<file path="src/rtl/key_event_gen.sv">
// key_event_gen: debounces the raw HID keycode and turns it into one-cycle
// press/release pulses, a held-key level, and optional menu auto-repeat.
// Press pulses carry the keycode; release pulses carry keycode 0.
module key_event_gen #(
    parameter int STABLE_CYCLES = 4,
    parameter int REPEAT_DELAY  = 25_000_000,
    parameter int REPEAT_PERIOD = 5_000_000
) (
    input  logic       Clk,
    input  logic       Reset,
    input  logic [7:0] keycode_raw,
    input  logic       enable,
    output logic [7:0] keycode,
    output logic       key_valid,
    output logic       key_release,
    output logic [7:0] key_held
);

    localparam int CNT_W = (STABLE_CYCLES > 1) ? $clog2(STABLE_CYCLES) : 1;
    localparam logic [CNT_W-1:0] CNT_MAX = CNT_W'(STABLE_CYCLES - 1);

    // The timer only ever needs to reach max(delay, period) - 1.
    localparam int TMR_MAX = (REPEAT_DELAY > REPEAT_PERIOD) ? REPEAT_DELAY : REPEAT_PERIOD;
    localparam int TMR_W   = (TMR_MAX > 2) ? $clog2(TMR_MAX) : 1;
    localparam logic [TMR_W-1:0] DLY_LAST = TMR_W'((REPEAT_DELAY  > 0) ? REPEAT_DELAY  - 1 : 0);
    localparam logic [TMR_W-1:0] PER_LAST = TMR_W'((REPEAT_PERIOD > 0) ? REPEAT_PERIOD - 1 : 0);

    typedef enum logic [1:0] {
        S_IDLE,
        S_DELAY,
        S_REPEAT
    } state_t;

    logic [7:0]       r_raw_q;
    logic [7:0]       r_cand;
    logic [CNT_W-1:0] r_cnt;
    logic [7:0]       r_key_held;

    state_t           r_state, w_state_nxt;
    logic [TMR_W-1:0] r_timer, w_timer_nxt;

    logic [7:0]       r_keycode, w_keycode_nxt;
    logic             r_valid,   w_valid_nxt;
    logic             r_release, w_release_nxt;

    logic             w_commit;
    logic             w_rep_due;

    // A candidate that has been stable long enough and differs from the held key.
    assign w_commit = (r_raw_q == r_cand) && (r_cnt == CNT_MAX) && (r_cand != r_key_held);

    // A repeat is due on the last timer count of either waiting state.
    assign w_rep_due = ((r_state == S_DELAY)  && (r_timer == DLY_LAST)) ||
                       ((r_state == S_REPEAT) && (r_timer == PER_LAST));

    // Input register and debounce: restart the count whenever the raw value moves.
    always_ff @(posedge Clk or negedge Reset) begin
        if (!Reset) begin
            r_raw_q    <= '0;
            r_cand     <= '0;
            r_cnt      <= '0;
            r_key_held <= '0;
        end else begin
            r_raw_q <= keycode_raw;
            if (r_raw_q != r_cand) begin
                r_cand <= r_raw_q;
                r_cnt  <= '0;
            end else if (r_cnt != CNT_MAX) begin
                r_cnt <= r_cnt + 1'b1;
            end else if (w_commit) begin
                r_key_held <= r_cand;
            end
        end
    end

    // Repeat FSM state and timer register.
    always_ff @(posedge Clk or negedge Reset) begin
        if (!Reset) begin
            r_state <= S_IDLE;
            r_timer <= '0;
        end else begin
            r_state <= w_state_nxt;
            r_timer <= w_timer_nxt;
        end
    end

    // Repeat FSM next state: any commit restarts the delay, a commit to 0 idles.
    always_comb begin
        w_state_nxt = r_state;
        w_timer_nxt = r_timer;
        if (REPEAT_DELAY == 0) begin
            w_state_nxt = S_IDLE;
            w_timer_nxt = '0;
        end else if (w_commit) begin
            w_state_nxt = (r_cand != 8'd0) ? S_DELAY : S_IDLE;
            w_timer_nxt = '0;
        end else if (r_key_held == 8'd0) begin
            w_state_nxt = S_IDLE;
            w_timer_nxt = '0;
        end else begin
            case (r_state)
                S_DELAY: begin
                    if (r_timer == DLY_LAST) begin
                        w_state_nxt = S_REPEAT;
                        w_timer_nxt = '0;
                    end else begin
                        w_timer_nxt = r_timer + 1'b1;
                    end
                end
                S_REPEAT: begin
                    if (r_timer == PER_LAST) w_timer_nxt = '0;
                    else                     w_timer_nxt = r_timer + 1'b1;
                end
                default: begin
                    w_state_nxt = S_IDLE;
                    w_timer_nxt = '0;
                end
            endcase
        end
    end

    // Next pulse values: a commit overrides a coincident repeat; enable gates all pulses.
    always_comb begin
        w_keycode_nxt = '0;
        w_valid_nxt   = 1'b0;
        w_release_nxt = 1'b0;
        if (w_commit) begin
            if (r_cand != 8'd0) begin
                w_keycode_nxt = r_cand;
                w_valid_nxt   = 1'b1;
            end else begin
                w_release_nxt = 1'b1;
            end
        end else if (w_rep_due && (REPEAT_DELAY != 0)) begin
            w_keycode_nxt = r_key_held;
            w_valid_nxt   = 1'b1;
        end
        if (!enable) begin
            w_keycode_nxt = '0;
            w_valid_nxt   = 1'b0;
            w_release_nxt = 1'b0;
        end
    end

    // Registered pulse outputs.
    always_ff @(posedge Clk or negedge Reset) begin
        if (!Reset) begin
            r_keycode <= '0;
            r_valid   <= 1'b0;
            r_release <= 1'b0;
        end else begin
            r_keycode <= w_keycode_nxt;
            r_valid   <= w_valid_nxt;
            r_release <= w_release_nxt;
        end
    end

    assign keycode     = r_keycode;
    assign key_valid   = r_valid;
    assign key_release = r_release;
    assign key_held    = r_key_held;

endmodule

</file>
<file path="config.mk">
export PLATFORM = sky130hd
export DESIGN_NAME = key_event_gen
export DESIGN_NICKNAME = d
export VERILOG_FILES = /design/src/rtl/key_event_gen.sv
export SDC_FILE = /design/constraint.sdc
export NUM_CORES = 1
export LEC_CHECK = 0
export ABC_AREA = 1
export BUFFER_PORTS_ARGS = -buffer_cell sky130_fd_sc_hd__clkbuf_2
export CORE_MARGIN = 4
export CORE_UTILIZATION = 65
export CTS_BUF_LIST = sky130_fd_sc_hd__clkbuf_4
export CTS_CLUSTER_SIZE = 10
export DETAILED_ROUTE_END_ITERATION = 16
export GPL_ROUTABILITY_DRIVEN = 0
export GPL_TIMING_DRIVEN = 1
export HOLD_SLACK_MARGIN = 0.12
export PLACE_DENSITY = 0.86
export SETUP_SLACK_MARGIN = 0.2
export SLEW_MARGIN = 20
export SYNTH_ARGS = -nofsm -noshare
export SYNTH_HDL_FRONTEND = slang
export SYNTH_SLANG_ARGS = --single-unit
</file>
<file path="constraint.sdc">
create_clock -name Clk -period 2.4 [get_ports Clk]
set_input_delay 0.24 -clock Clk [delete_from_list [all_inputs] [get_ports Clk]]
set_output_delay 0.24 -clock Clk [all_outputs]
set_load 0.1 [all_outputs]
</file>
# Yosys cells after proc, flatten, opt, wreduce, memory -nomap -nowiden

Index checks and enable logic that the tools add are counted.

Add/subtract/negate cells: 2
$mul: 0
Div/mod/pow operators: 0
Order comparisons: 0
Equal/unequal tests: 11
Shift-type cells: 0
Mux-type cells: 23
Bitwise operators: 2
Reductions and logical operators: 10

Operators with widths:

| kind                    | number |
|---|---|
| $mux W25                | 4 |
| $pmux W25 S2            | 1 |
| $mux W8                 | 4 |
| $add A25 B1 Y25 const B | 1 |
| $eq A25 B23 Y1 const B  | 1 |
| $eq A25 B25 Y1 const B  | 1 |
| $ne A8 B8 Y1            | 2 |
| $mux W2                 | 5 |
| $eq A8 B8 Y1            | 1 |
| $logic_not A8 Y1        | 1 |
| $mux W1                 | 8 |
| $reduce_bool A8 Y1      | 1 |
| $eq A2 B2 Y1 const B    | 2 |
| $logic_and A1 B1 Y1     | 4 |
| $ne A4 B2 Y1 const B    | 1 |
| $pmux W2 S2             | 1 |
| $ne A3 B2 Y1 const B    | 1 |
| $reduce_and A3 Y1       | 1 |
| $add A2 B1 Y2 const B   | 1 |
| $eq A2 B1 Y1 const B    | 1 |
| $ne A2 B2 Y1 const B    | 1 |
| $not A1 Y1              | 2 |
| $reduce_and A2 Y1       | 1 |
| $reduce_bool A2 Y1      | 1 |
| $logic_or A1 B1 Y1      | 1 |

Bits in registers: 63
Latch bits: 0
RAM bits: 0
ROM bits: 0
Input bits: 11
Output and inout port bits: 18
Word-level logic and storage cells: 57
Memories: 0

# Logic depth before layout (Yosys ltp)

Depth in word-level cells: 6
Mapped depth: 12

# Worst setup path before layout

OpenSTA, ideal clock, no wires.

Path kind: register to register
Start: reg r_key_held[3], in the netlist key_held[3]
End: reg r_keycode[0], in the netlist keycode[0]
Library setup time: 0.071 ns
Arrival time: 1.976 ns
Path slack: 0.353 ns
Cell stages (with the launch flop): 11
Path buffers: 1
Clock period less this slack: 2.047 ns
Cells stage by stage: dfrtp_1 xnor2_1 nand2_1 nor2_1 nand2_2 nand3_4 buf_6 nand2_2 nand2_2 nand2_1 nor2_1

Cells in the longest elaborated chain, start to end: 4

RTL lines:

| element                | line | text |
|---|---|---|
| from (decl)            | 37   | `logic [7:0] r_key_held;` |
| from (signal assigned) | 71   | `r_key_held <= r_cand;` |
| $ne A8 B8 Y1           | 50   | `assign w_commit = (r_raw_q == r_cand) && (r_cnt == CNT_MAX) && (r_cand != r_key_held);` |
| $logic_and A1 B1 Y1    | 50   |  |
| $mux W8                | 127  | `if (w_commit) begin` |
| $mux W8                | 138  | `if (!enable) begin` |
| via w_keycode_nxt[0]   | 42   | `logic [7:0] r_keycode, w_keycode_nxt;` |
| to (signal assigned)   | 152  | `r_keycode <= w_keycode_nxt;` |
| to (decl)              | 42   |  |

The timed path passes the listed nets, and every way through them passes these cells.
A chain may end at the register's enable or synchronous reset.

# Worst setup path after layout

Start: reg r_timer[0]
End: reg r_keycode[7], in the netlist keycode[7]

Cells in the longest elaborated chain, start to end: 6

RTL lines:

| element                                                 | line   | text |
|---|---|---|
| from (decl)                                             | 40     | `logic [TMR_W-1:0] r_timer, w_timer_nxt;` |
| from (signal assigned)                                  | 83     | `r_timer <= w_timer_nxt;` |
| $eq A25 B25 Y1 / $eq A25 B23 Y1 (equally long branches) | 53, 54 |  |
| $logic_and A1 B1 Y1, on equally long branches           | 53, 54 |  |
| $logic_or A1 B1 Y1 *                                    | 53     | `assign w_rep_due = ((r_state == S_DELAY) && (r_timer == DLY_LAST)) \|\|` |
| $mux W8 *                                               | 134    | `end else if (w_rep_due && (REPEAT_DELAY != 0)) begin` |
| $mux W8 *                                               | 127    |  |
| $mux W8 *                                               | 138    |  |
| via w_keycode_nxt[7]                                    | 42     |  |

The timed path passes the listed nets; every way through them passes the cells marked *.

==> impl_metrics.py <==
metrics = {
    "outcome": {
        "status": "completed",
    },
    "power_and_ir_drop": {
        "power_frac_seq_pct": 58.6,
        "p_per_area_nw_per_um2": 515,
        "p_leak_nw": 1.78,
        "ir_worst_vdd_uv": 400,
        "power_frac_clock_pct": 37.2,
        "swShare_pct": 22.8,
        "internal_power_w": 0.00144,
        "p_switching_w": 0.000425,
        "p_comb_share_pct": 4.3,
    },
    "placement": {
        "placed_area_um2": 3390,
        "hpwl_mm": 4.51,
        "port_buffers": 28,
    },
    "final_layout": {
        "antenna_cells": 0,
        "syn_to_final_growth_pct": 12.3,
        "final_cell_area_um2": 3620,
        "fill_cells": 342,
        "nets": 456,
        "layout-drive-gt1-share_pct": 16.6,
        "seq_area_um2": 1580,
        "multi_input_area_um2": 1380,
    },
    "floorplan": {
        "start_util_pct": 67.9,
        "chipWidth_um": 78.5,
        "die-area_um2": 6160,
        "coreArea_um2": 4750,
        "row_count": 25,
        "ios": 29,
        "fp.dieH_um": 78.5,
    },
    "yosys": {
        "synth-main-ff-cell": "dfrtp_1",
        "synthesis.area_um2": 3230,
        "async_flop_share_pct": 100,
        "synth_top_cells_by_area": "dfrtp_1, nand2_1, nor2_1",
        "yosysMostFrequentCell": "nand2_1",
        "synth.avg_cell_area_um2": 7.99,
        "ys_warn_count": 0,
        "synth_cell_types": 24,
        "yosysSeqAreaShare_pct": 48.9,
        "synth-seq-cells": 63,
        "synth_nets": 419,
        "synth-edff-count": 0,
        "synth_cells": 404,
        "synth.top_cell.area_share_pct": 48.9,
        "yosys-top-cells-count": "nand2_1, nor2_1, dfrtp_1",
        "post-synth-top-area-cell": "dfrtp_1",
    },
    "cts": {
        "path_clk_slew_ps": 100,
        "cts_buffers": 9,
        "ctsHtreeMaxLevel": 3,
        "post_cts_buffers": 0,
        "clk_latency_ps": 400,
        "cts_tree": "yes",
        "cts_sinks": 63,
        "clockRootBuffer": "clkbuf_4",
        "clock_path_buffers": 2,
    },
    "sta": {
        "maxSlewViolCount": 0,
        "finalSetupTns_ps": 0,
        "finalClockSkew_ps": 9.86,
        "hold_viol": 0,
        "fmaxAchievable_mhz": 541,
        "rsz0062_at_grt": "false",
        "period_share_pct": 77.0,
        "period_minus_slack_ps": 1850,
        "worst_slew_pin_slew_ps": 586,
        "setup_viol": 0,
        "relSlewSlack_pct": 60.9,
    },
    "setup_path": {
        "slowest_stage": "dfrtp_1",
        "arrival_ps": 2160,
        "critPathTopFamily": "simple AND/OR/NAND/NOR gates",
        "startpoint_type": "flip-flop",
        "criticalPathCategory": "flip-flop to flip-flop",
        "crit_top_cell": "nor2_1",
        "cp_num_buf_inv": 0,
        "crit_start": "r_timer[0]",
        "crit_chain": "ha_1, nand3_1, nor2_1, nand4_1, o21ai_2, nor2_1, nor2_1",
        "cp_max_fo": 9,
        "worstPathRequired_ps": 2710,
        "slowest_delay_ps": 380,
        "reg2reg_from": "r_timer[0]",
        "cp-end-kind": "flip-flop",
    },
    "drt": {
        "wl_per_cell_um": 12.0,
        "drtAntennaViolNets": 0,
        "viasPerCell": 5.05,
        "wl_mm": 6.13,
        "drc": 0,
        "first_pass_iters": 5,
        "drtIter0Drc": 236,
        "vias": 2592,
    },
    "grt": {
        "grt_pass1_wl_mm": 10.8,
        "grt.overflow.total": 0,
        "grtUsageTotal_pct": 22.5,
        "grt_pass1_vias": 2376,
        "grt_antenna_before_repair": 0,
        "grt_max_degree": 26,
    },
    "flow_run": {
        "max_cap_viol_count": 0,
    },
    "min_path": {
        "min_path_type": "input port to flip-flop",
        "hp-start": "enable",
    },
}
==> layer usage <==
layer	up-vias	routed length [um]	GRT usage [%]
li1	1311	-	-
met2	83	2800	33.7
met4	0	111	9.97
met1	1188	2890	32.6
met5	-	0	0
met3	10	332	3.33
==> kinds of logic after synthesis <==
logic type	share of synthesized area (%)
simple gates	32.9
compound gates	0.931
xor+xnor	7.06
fa+ha+maj	1.55
flops	48.9
buf+inv	8.72
==> what timing repair did <==
| item | 4_1_cts | 5_1_grt |
|---|---|---|
| resized for setup | 0 | 1 |
| hold buffers | 9 | 0 |
| endpoints found under the hold margin | 29 | 0 |
| endpoints found under the setup margin | 0 | 10 |
==> stage by stage <==
step | cells | setup slack, ps | total power (W) | utilization (%) | hold slack (ps)
after floorplan | 404 | 353 | 0.00114 | - | -55.6
after global placement | 488 | 487 | 0.00118 | 71.4 | 269
after CTS | 513 | 378 | 0.00187 | 76.1 | 167
after detailed placement | 488 | 402 | 0.00118 | 71.4 | 271
after global routing | 513 | 329 | 0.00194 | 76.2 | 177
final | 513 | 551 | 0.00186 | 76.2 | 183
==> state kept, by name, indices dropped and copies added (netlist names) <==
register,flops
keycode,8
r_state,2
r_cand,8
r_cnt,2
key_release,1
r_raw_q,8
key_valid,1
r_timer,25
key_held,8
==> worst min-delay path: cells and delay by family <==
family	cells	cell delay, ps
buffers and inverters	1	180
AND/OR/NAND/NOR	2	130
==> final timing paths <==
kind | endpoint | slack [ps] | depth (start not counted)
worst max-delay path | keycode[7] | 550 | 7
worst min-delay path | keycode[2] | 180 | 3
worst max register to register | keycode[7] | 550 | 7
worst min register to register | r_cand[6] | 410 | 0
max in group asynchronous | key_held[7] | 1320 | 3
min in group asynchronous | key_held[5] | 370 | 2
==> final cells by class <==
cell class	count	share of cell area, %
Clock buffer	11	2.28
Inverter	56	5.80
Clock inverter	5	1.35
Timing Repair Buffer	39	6.77
Sequential cell	63	43.5
Tap cell	67	2.31
Multi-Input combinational cell	272	38.0
==> power by group through the flow <==
stage                     clock network, W  logic [W]  registers (W)
after CTS                         0.000701  0.0000808        0.00109
after global routing              0.000754  0.0000938        0.00109
after floorplan                          0  0.0000366        0.00111
after detailed placement                 0  0.0000691        0.00111
final                             0.000693  0.0000798        0.00109
after global placement                   0  0.0000672        0.00111
==> cell usage in the layout, fill, tap and decap left out <==
master | Yosys | layout
nand2_4 | 1 | 1
bufinv_16 | 0 | 1
a21oi_2 | 1 | 1
clkbuf_4 | 0 | 11
dfrtp_1 | 63 | 63
nor3_1 | 15 | 15
nand3_4 | 1 | 2
buf_4 | 0 | 2
nand2_2 | 17 | 17
clkinv_1 | 0 | 1
xnor2_1 | 8 | 8
nand2_1 | 94 | 94
clkbuf_2 | 0 | 28
o21ai_2 | 1 | 1
nand4_1 | 15 | 15
inv_1 | 50 | 50
ha_1 | 4 | 4
nor2_1 | 75 | 75
nor4_1 | 2 | 2
xor2_1 | 18 | 18
a21boi_0 | 1 | 1
o21ai_0 | 1 | 1
clkinv_2 | 0 | 3
nand3_1 | 16 | 16
inv_2 | 6 | 6
dlygate4sd3_1 | 0 | 9
nor2_8 | 1 | 1
Power figures use the tool's default switching activity.
